$ cat src/rtl/frv_mem_mon_pkg.sv
// Shared definitions for the memory bus protocol monitor: violation indices,
// the packed per-channel violation record and a counter-width helper.
package frv_mem_mon_pkg;

    localparam int STALL  = 0;
    localparam int WAIT   = 1;
    localparam int ORPHAN = 2;
    localparam int OVF    = 3;
    localparam int ERR    = 4;
    localparam int NVIOL  = 5;

    // Field order places each flag at the bit given by its index constant.
    typedef struct packed {
        logic err;
        logic ovf;
        logic orphan;
        logic rsp_wait;
        logic stall;
    } viol_t;

    function automatic int cnt_width(input int max_val);
        return (max_val < 1) ? 1 : $clog2(max_val + 1);
    endfunction

endpackage

$ cat src/rtl/frv_mem_chan_mon.sv
// Protocol monitor for a single req/gnt/recv/ack channel: tracks outstanding
// requests and raises sticky violation flags.
module frv_mem_chan_mon
    import frv_mem_mon_pkg::*;
#(
    parameter int MAX_OUT       = 4,
    parameter int GNT_STALL_MAX = 3,
    parameter int RSP_WAIT_MAX  = 4,
    parameter int OW            = cnt_width(MAX_OUT)
) (
    input  logic             g_clk,
    input  logic             g_resetn,
    input  logic             req,
    input  logic             gnt,
    input  logic             recv,
    input  logic             ack,
    input  logic             error,
    input  logic             clr,
    output logic [OW-1:0]    occ,
    output logic [NVIOL-1:0] viol
);

    localparam int SW = cnt_width(GNT_STALL_MAX);
    localparam int WW = cnt_width(RSP_WAIT_MAX);

    logic          accept;
    logic          resp;
    logic          valid_resp;
    logic          occ_empty;
    logic          occ_full;
    logic          stalling;
    logic          waiting;
    logic [SW-1:0] stall_cnt;
    logic [WW-1:0] wait_cnt;
    viol_t         set_v;
    viol_t         flags;

    assign accept     = req & gnt;
    assign resp       = recv & ack;
    assign occ_empty  = (occ == '0);
    assign occ_full   = (occ == OW'(MAX_OUT));
    assign valid_resp = resp & ~occ_empty;
    assign stalling   = req & ~gnt;
    assign waiting    = ~occ_empty & ~resp;

    // A flag fires on the cycle that completes the threshold run, and keeps
    // firing while the run continues so a clear mid-run is overridden.
    always_comb begin
        // NOTE: default every combinational output first so no latch is inferred.
        set_v          = '0;
        set_v.stall    = stalling && (stall_cnt >= SW'(GNT_STALL_MAX - 1));
        set_v.rsp_wait = waiting && (wait_cnt >= WW'(RSP_WAIT_MAX - 1));
        set_v.orphan   = resp && occ_empty;
        set_v.ovf      = accept && occ_full && !resp;
        set_v.err      = resp && error;
    end

    // NOTE: sequential state uses non-blocking assignments so every register
    // samples pre-edge values regardless of statement order.
    always_ff @(posedge g_clk) begin
        if (!g_resetn) begin
            occ       <= '0;
            stall_cnt <= '0;
            wait_cnt  <= '0;
            flags     <= '0;
        end else begin
            if (accept && !valid_resp && !occ_full)
                occ <= occ + 1'b1;
            else if (valid_resp && !accept)
                occ <= occ - 1'b1;

            if (!stalling)
                stall_cnt <= '0;
            else if (stall_cnt != SW'(GNT_STALL_MAX))
                stall_cnt <= stall_cnt + 1'b1;

            if (!waiting)
                wait_cnt <= '0;
            else if (wait_cnt != WW'(RSP_WAIT_MAX))
                wait_cnt <= wait_cnt + 1'b1;

            // New events win over a clear in the same cycle.
            flags <= set_v | (flags & {NVIOL{~clr}});
        end
    end

    assign viol = flags;

endmodule

$ cat src/rtl/frv_mem_bus_monitor.sv
// Multi-channel memory bus monitor: one independent channel checker per
// channel plus a global OR of all sticky violation flags.
module frv_mem_bus_monitor
    import frv_mem_mon_pkg::*;
#(
    parameter int  NCH           = 2,
    parameter int  MAX_OUT       = 4,
    parameter int  GNT_STALL_MAX = 3,
    parameter int  RSP_WAIT_MAX  = 4,
    localparam int OW            = cnt_width(MAX_OUT)
) (
    input  logic              g_clk,
    input  logic              g_resetn,
    input  logic [NCH-1:0]    req,
    input  logic [NCH-1:0]    gnt,
    input  logic [NCH-1:0]    recv,
    input  logic [NCH-1:0]    ack,
    input  logic [NCH-1:0]    error,
    input  logic [NCH-1:0]    clr,
    output logic [NCH*OW-1:0] occ,
    output logic [NCH-1:0]    viol_stall,
    output logic [NCH-1:0]    viol_wait,
    output logic [NCH-1:0]    viol_orphan,
    output logic [NCH-1:0]    viol_ovf,
    output logic [NCH-1:0]    viol_err,
    output logic              any_viol
);

    for (genvar i = 0; i < NCH; i++) begin : g_chan
        logic [NVIOL-1:0] viol;

        frv_mem_chan_mon #(
            .MAX_OUT       (MAX_OUT),
            .GNT_STALL_MAX (GNT_STALL_MAX),
            .RSP_WAIT_MAX  (RSP_WAIT_MAX),
            .OW            (OW)
        ) u_chan (
            .g_clk    (g_clk),
            .g_resetn (g_resetn),
            .req      (req[i]),
            .gnt      (gnt[i]),
            .recv     (recv[i]),
            .ack      (ack[i]),
            .error    (error[i]),
            .clr      (clr[i]),
            .occ      (occ[i*OW +: OW]),
            .viol     (viol)
        );

        assign viol_stall[i]  = viol[STALL];
        assign viol_wait[i]   = viol[WAIT];
        assign viol_orphan[i] = viol[ORPHAN];
        assign viol_ovf[i]    = viol[OVF];
        assign viol_err[i]    = viol[ERR];
    end

    assign any_viol = |{viol_stall, viol_wait, viol_orphan, viol_ovf, viol_err};

endmodule

$ cat config.mk
export PLATFORM = sky130hd
export DESIGN_NAME = frv_mem_bus_monitor
export DESIGN_NICKNAME = d
export VERILOG_FILES = /design/src/rtl/frv_mem_mon_pkg.sv /design/src/rtl/frv_mem_chan_mon.sv /design/src/rtl/frv_mem_bus_monitor.sv
export SDC_FILE = /design/constraint.sdc
export NUM_CORES = 1
export LEC_CHECK = 0
export CORE_MARGIN = 2
export CORE_UTILIZATION = 25
export DETAILED_ROUTE_END_ITERATION = 10
export PLACE_DENSITY_LB_ADDON = 0.15
export SLEW_MARGIN = 20
export SYNTH_ARGS = -nofsm -noshare
export SYNTH_HDL_FRONTEND = slang
export SYNTH_SLANG_ARGS = --single-unit
$ cat constraint.sdc
create_clock -name g_clk -period 5.6 [get_ports g_clk]
set_input_delay 1.12 -clock g_clk [delete_from_list [all_inputs] [get_ports g_clk]]
set_output_delay 1.12 -clock g_clk [all_outputs]
set_load 0.03 [all_outputs]
### Word-level counts from Yosys, hierarchy flattened

Index checks and enable logic that the tools add are counted.

* bits in read-only memories: 0
* register bits after elaboration: 26
* memories: 0
* output and inout port bits: 17
* bits of input ports: 14
* bits in latches: 0
* logic and storage cells: 95
* RAM bits: 0

* $mul: 0
* muxes and demuxes: 4
* $add $sub $neg: 8
* div/mod/pow operators: 0
* bitwise logic cells: 22
* shifts and indexed selects: 0
* reductions and logical operators: 35
* order comparisons: 4
* equal/unequal tests: 6

Operators by type and width (count)
* $logic_and A1 B1 Y1: 18
* $add A3 B1 Y3 const B: 4
* $mux W3: 4
* $and A1 B1 Y1: 10
* $and A5 B5 Y5: 2
* $or A5 B5 Y5: 2
* $reduce_or A10 Y1: 1
* $logic_not A1 Y1: 8
* $not A1 Y1: 8
* $reduce_and A2 Y1: 4
* $eq A3 B3 Y1 const B: 2
* $ge A3 B2 Y1 const B: 2
* $logic_not A3 Y1: 2
* $ne A3 B3 Y1 const B: 2
* $sub A3 B1 Y3 const B: 2
* $add A2 B1 Y2 const B: 2
* $ge A2 B2 Y1 const B: 2
* $ne A2 B2 Y1 const B: 2
* $reduce_bool A2 Y1: 2

### Logic depth before layout (Yosys ltp)

* word-level depth: 7
* mapped depth: 7
* depth with buffers taken out: 7

### Hierarchy

A second synthesis with hierarchy kept.

* cells, all modules: 146
* area, all modules: 1310.0 µm²

Modules (own cells, without submodules)
* frv_mem_chan_mon: area an instance 644.4 µm², seq. area each 260.2 µm², cells each 71, times used 2
* frv_mem_bus_monitor: area an instance 21.3 µm², seq. area each 0.0 µm², cells each 4, times used 1

### Worst setup path before layout

No wires, ideal clock.

* kind: input to register
* start: input port recv[0]
* end: register g_chan[0].u_chan.occ[2]
* library setup time: 0.074 ns
* required time: 5.526 ns
* stages on the path: 7
* arrival: 2.801 ns
* path slack: 2.725 ns
* buffers on the path: 1
* cells stage by stage: nand2_1 -> clkbuf_1 -> o211ai_1 -> fa_1 -> or4_1 -> a21o_1 -> a31oi_1

* cells in the longest elaborated chain, start to end: 6
* elaborated cells between the ends (all ways): 8
* those cells by class: mux (1); bitwise (2); reduce/logical (5)

RTL lines
* from (decl): line frv_mem_bus_monitor.sv:16 `input logic [NCH-1:0] recv,`
* $and A1 B1 Y1 (*): line frv_mem_chan_mon.sv:39 `assign resp = recv & ack;`
* $and A1 B1 Y1 (*): line frv_mem_chan_mon.sv:42 `assign valid_resp = resp & ~occ_empty;`
* $logic_not A1 Y1: line frv_mem_chan_mon.sv:67 `if (accept && !valid_resp && !occ_full)`
* $logic_and A1 B1 Y1 (2 in a row): line frv_mem_chan_mon.sv:67
* $mux W3 / $reduce_bool A2 Y1 (equally long branches)
* to (signal assigned): line frv_mem_chan_mon.sv:68 `occ <= occ + 1'b1;`
* to (signal assigned): line frv_mem_chan_mon.sv:70 `occ <= occ - 1'b1;`
* to (decl): line frv_mem_chan_mon.sv:19 `output logic [OW-1:0] occ,`

Every way passes the cells marked *; elsewhere a longest branch is shown, timed or not.
A chain may end at the register's enable or synchronous reset.

### Worst setup path in the final report

* start: input port gnt[1]
* end: register g_chan[1].u_chan.occ[2]

* cells in the longest elaborated chain, start to end: 4
* elaborated cells between the ends (all ways): 7
* those cells by class: mux (1); bitwise (1); reduce/logical (5)

RTL lines
* from (decl): line frv_mem_bus_monitor.sv:15 `input logic [NCH-1:0] gnt,`
* $and A1 B1 Y1 (*): line frv_mem_chan_mon.sv:38 `assign accept = req & gnt;`
* $logic_and A1 B1 Y1 / $logic_not A1 Y1 (equally long branches): line frv_mem_chan_mon.sv:67, frv_mem_chan_mon.sv:69
* $logic_and A1 B1 Y1, on equally long branches: line frv_mem_chan_mon.sv:67, frv_mem_chan_mon.sv:69
* $mux W3 / $reduce_bool A2 Y1 (equally long branches)
* to (signal assigned): line frv_mem_chan_mon.sv:68
* to (signal assigned): line frv_mem_chan_mon.sv:70
* to (decl): line frv_mem_chan_mon.sv:19

Marked as above.

==> results.json <==
{
  "die_area_mm2": 0.00635,
  "max_slew_margin": 0.630,
  "ys_seq_area_frac": 0.363,
  "initial_core_util": 0.260,
  "synth_edf_count": 0,
  "grt_setup_unrepaired": "no",
  "io_pins": 31,
  "grt_overflow": 0,
  "dieHeight_um": 79.7,
  "nFillCells": 603,
  "power_mw": 0.506,
  "antenna_found_initial": 0,
  "vias": 1297,
  "layout-drive-gt1-share": 0.0248,
  "cts_tree": "done",
  "fmax_mhz": 322,
  "drc_errors": 0,
  "async_reset_ff_frac": 0,
  "clock_latency_ns": 0.26,
  "finClkSkew_ns": 0.000993,
  "root_buffer": "clkbuf_8",
  "detail-route-antenna-nets": 0,
  "area_growth_pct": 27.4,
  "clk_path_buf_depth": 2,
  "cts_made_buffers": 3,
  "synth_top_family_by_area": "simple AND/OR/NAND/NOR gates",
  "synth_compound_area_frac": 0.183,
  "hold_ws_ns": 0.480,
  "power_density_mw_per_mm2": 277,
  "hold_buffers": 0,
  "place.gp.congestion": 0.756,
  "synth_top_flop_cell": "dfxtp_1",
  "dr.pass1.iters": 4,
  "muxShareOfSynthArea": 0.00699,
  "nets": 230,
  "syn_nets": 203,
  "finalCriticalPeriod_ns": 3.10,
  "fp-row-count": 27,
  "finalWirelength_um": 3240,
  "post_cts_buffers": 0,
  "finalCritPeriodShare": 0.554,
  "post_cts_resize_count": 0,
  "timing.setup.tns_ns": 0,
  "ir_drop_mv": 0.122,
  "grt_max_degree": 14,
  "leakagePower_nw": 0.644,
  "synth_seq_cells": 26,
  "crit_path_end_kind": "register",
  "ys_types": 34,
  "cp-start-kind": "input port",
  "worstSetupPathType": "input port to register",
  "yosysWarnings": 0,
  "wl_per_cell_um": 11.8,
  "insertedDiodeCount": 0,
  "grt_pass1_wl_um": 5680,
  "syn-mean-instance-area_um2": 8.09,
  "cts.sinks": 26,
  "maxCapViolCount": 0,
  "grt_usage": 0.111,
  "setup_violations": 0,
  "initialDrtViolationCount": 98,
  "synthXorXnorAreaFrac": 0.0428,
  "port-buffer-count": 30,
  "worstPathMaxFanout": 8,
  "synth.cell_area_mm2": 0.00143,
  "tightest_slew_ns": 0.546,
  "core-area_mm2": 0.00551,
  "syn_inst": 177,
  "maxSlewViolCount": 0,
  "finalHoldViolCount": 0,
  "htree_levels": 1,
  "dpl.hpwl_um": 2520,
  "hp-class": "register to register",
  "yosys.area_share.simple": 0.231,
  "crit_required_ns": 5.80,
  "die-width_um": 79.7,
  "grt_pass1_vias": 1262,
  "via_per_inst": 4.73,
  "status": "finished, final reports clean",
  "worstPathArrival_ns": 3.30,
  "synth_fa_ha_area_frac": 0.115,
  "cts.reportedPaths.clkPinSlew_ns": 0.08
}
worst max-delay path, stage by stage:
cell and delay, ns:
clkdlybuf4s50_1 0.49, and2_1 0.28, o211ai_1 0.15, fa_1 0.44
or4_1 0.54, a21o_1 0.17, a31oi_1 0.11
cells in the final DEF, fill, tap and decap left out:
cell type / n
clkdlybuf4s50_1: 30
dfxtp_1: 26
a21oi_1: 20
nand2_1: 17
nor2_1: 13
nand3_1: 13
inv_1: 11
ha_1: 10
nand2b_1: 5
o21ai_0: 5
xnor2_1: 5
o211ai_1: 4
or3_1: 4
nor4_1: 3
a211oi_1: 3
o22ai_1: 3
nand4_1: 3
clkbuf_8: 3
and2_1: 2
nor2b_1: 2
or4_1: 2
a21o_1: 2
a31oi_1: 2
nor3_1: 2
xor2_1: 2
o21ai_1: 2
fa_1: 2
and2_4: 1
inv_2: 1
o2111ai_1: 1
o311ai_1: 1
mux2i_1: 1
o311a_1: 1
cells by family (layout without fill, tap and decap cells):
kind of cell    Yosys count  after routing
simple gates             67             67
compound gates           44             44
flops                    26             26
buf+inv                  20             45
fa+ha+maj                12             12
xor+xnor                  7              7
mux                       1              1
path summary, 6_finish.rpt:
path | startpoint | end | slack, ns | depth (start not counted)
worst min register to register | g_chan[0].u_chan.viol[0]$_SDFF_PN0_ | g_chan[0].u_chan.viol[0]$_SDFF_PN0_ | 0.48 | 2
worst max-delay path | gnt[1] | g_chan[1].u_chan.occ[2]$_SDFFE_PN0P_ | 2.50 | 7
worst min-delay path | g_chan[0].u_chan.viol[0]$_SDFF_PN0_ | g_chan[0].u_chan.viol[0]$_SDFF_PN0_ | 0.48 | 2
worst max register to register | g_chan[0].u_chan.occ[0]$_SDFFE_PN0P_ | g_chan[0].u_chan.occ[2]$_SDFFE_PN0P_ | 3.36 | 7
through the flow:
step | std cells | cell area, um^2 | setup slack [ns] | utilization
6_report | 274 | 1830 | 2.50 | 0.332
5_1_grt | 274 | 1830 | 2.39 | 0.332
4_1_cts | 274 | 1830 | 2.49 | 0.332
3_5_place_dp | 271 | 1780 | 2.22 | 0.324
3_3_place_gp | 271 | 1780 | 2.23 | 0.324
2_1_floorplan | 177 | 1430 | 2.72 | -
final cells by class:
cell class / count / area, um^2 / area share
tap: 72 / 90.1 / 0.0493
inverter: 12 / 45.0 / 0.0247
clock buffer: 3 / 41.3 / 0.0226
timing repair buffer: 30 / 300 / 0.164
sequential: 26 / 520 / 0.285
multi-input combinational: 131 / 828 / 0.454
metal layers:
| metal | vias to the layer above | part of all wire | track usage |
|---|---|---|---|
| met5 | - | 0 | 0 |
| met4 | 0 | 0.0090 | 0.0328 |
| met3 | 4 | 0.059 | 0.0305 |
| met2 | 31 | 0.43 | 0.183 |
| met1 | 590 | 0.50 | 0.141 |
| li1 | 672 | - | - |
registers in the layout, indices dropped and copies added (netlist names):
| name | flops |
|---|---|
| g_chan.u_chan.viol | 10 |
| g_chan.u_chan.occ | 6 |
| g_chan.u_chan.wait_cnt | 6 |
| g_chan.u_chan.stall_cnt | 4 |
where the power goes:
group          internal (mW)  total, mW  switching [mW]
clock network         0.0481      0.103          0.0552
logic                 0.0787      0.172          0.0932
registers              0.201      0.231          0.0296
total                  0.328      0.506           0.178
synthesized netlist by cell type (3+ instances only):
cell type  count  area [um^2]
dfxtp_1       26          521
a21oi_1       20          100
nand2_1       17         63.8
nand3_1       13         65.1
nor2_1        13         48.8
inv_1         11         41.3
ha_1          10          125
clkbuf_1       6         22.5
nand2b_1       5         31.3
o21ai_0        5         25.0
xnor2_1        5         43.8
o211ai_1       4         30.0
or3_1          4         25.0
a211oi_1       3         22.5
nand4_1        3         18.8
nor4_1         3         18.8
o22ai_1        3         18.8
(Power assumes the default switching activity.)
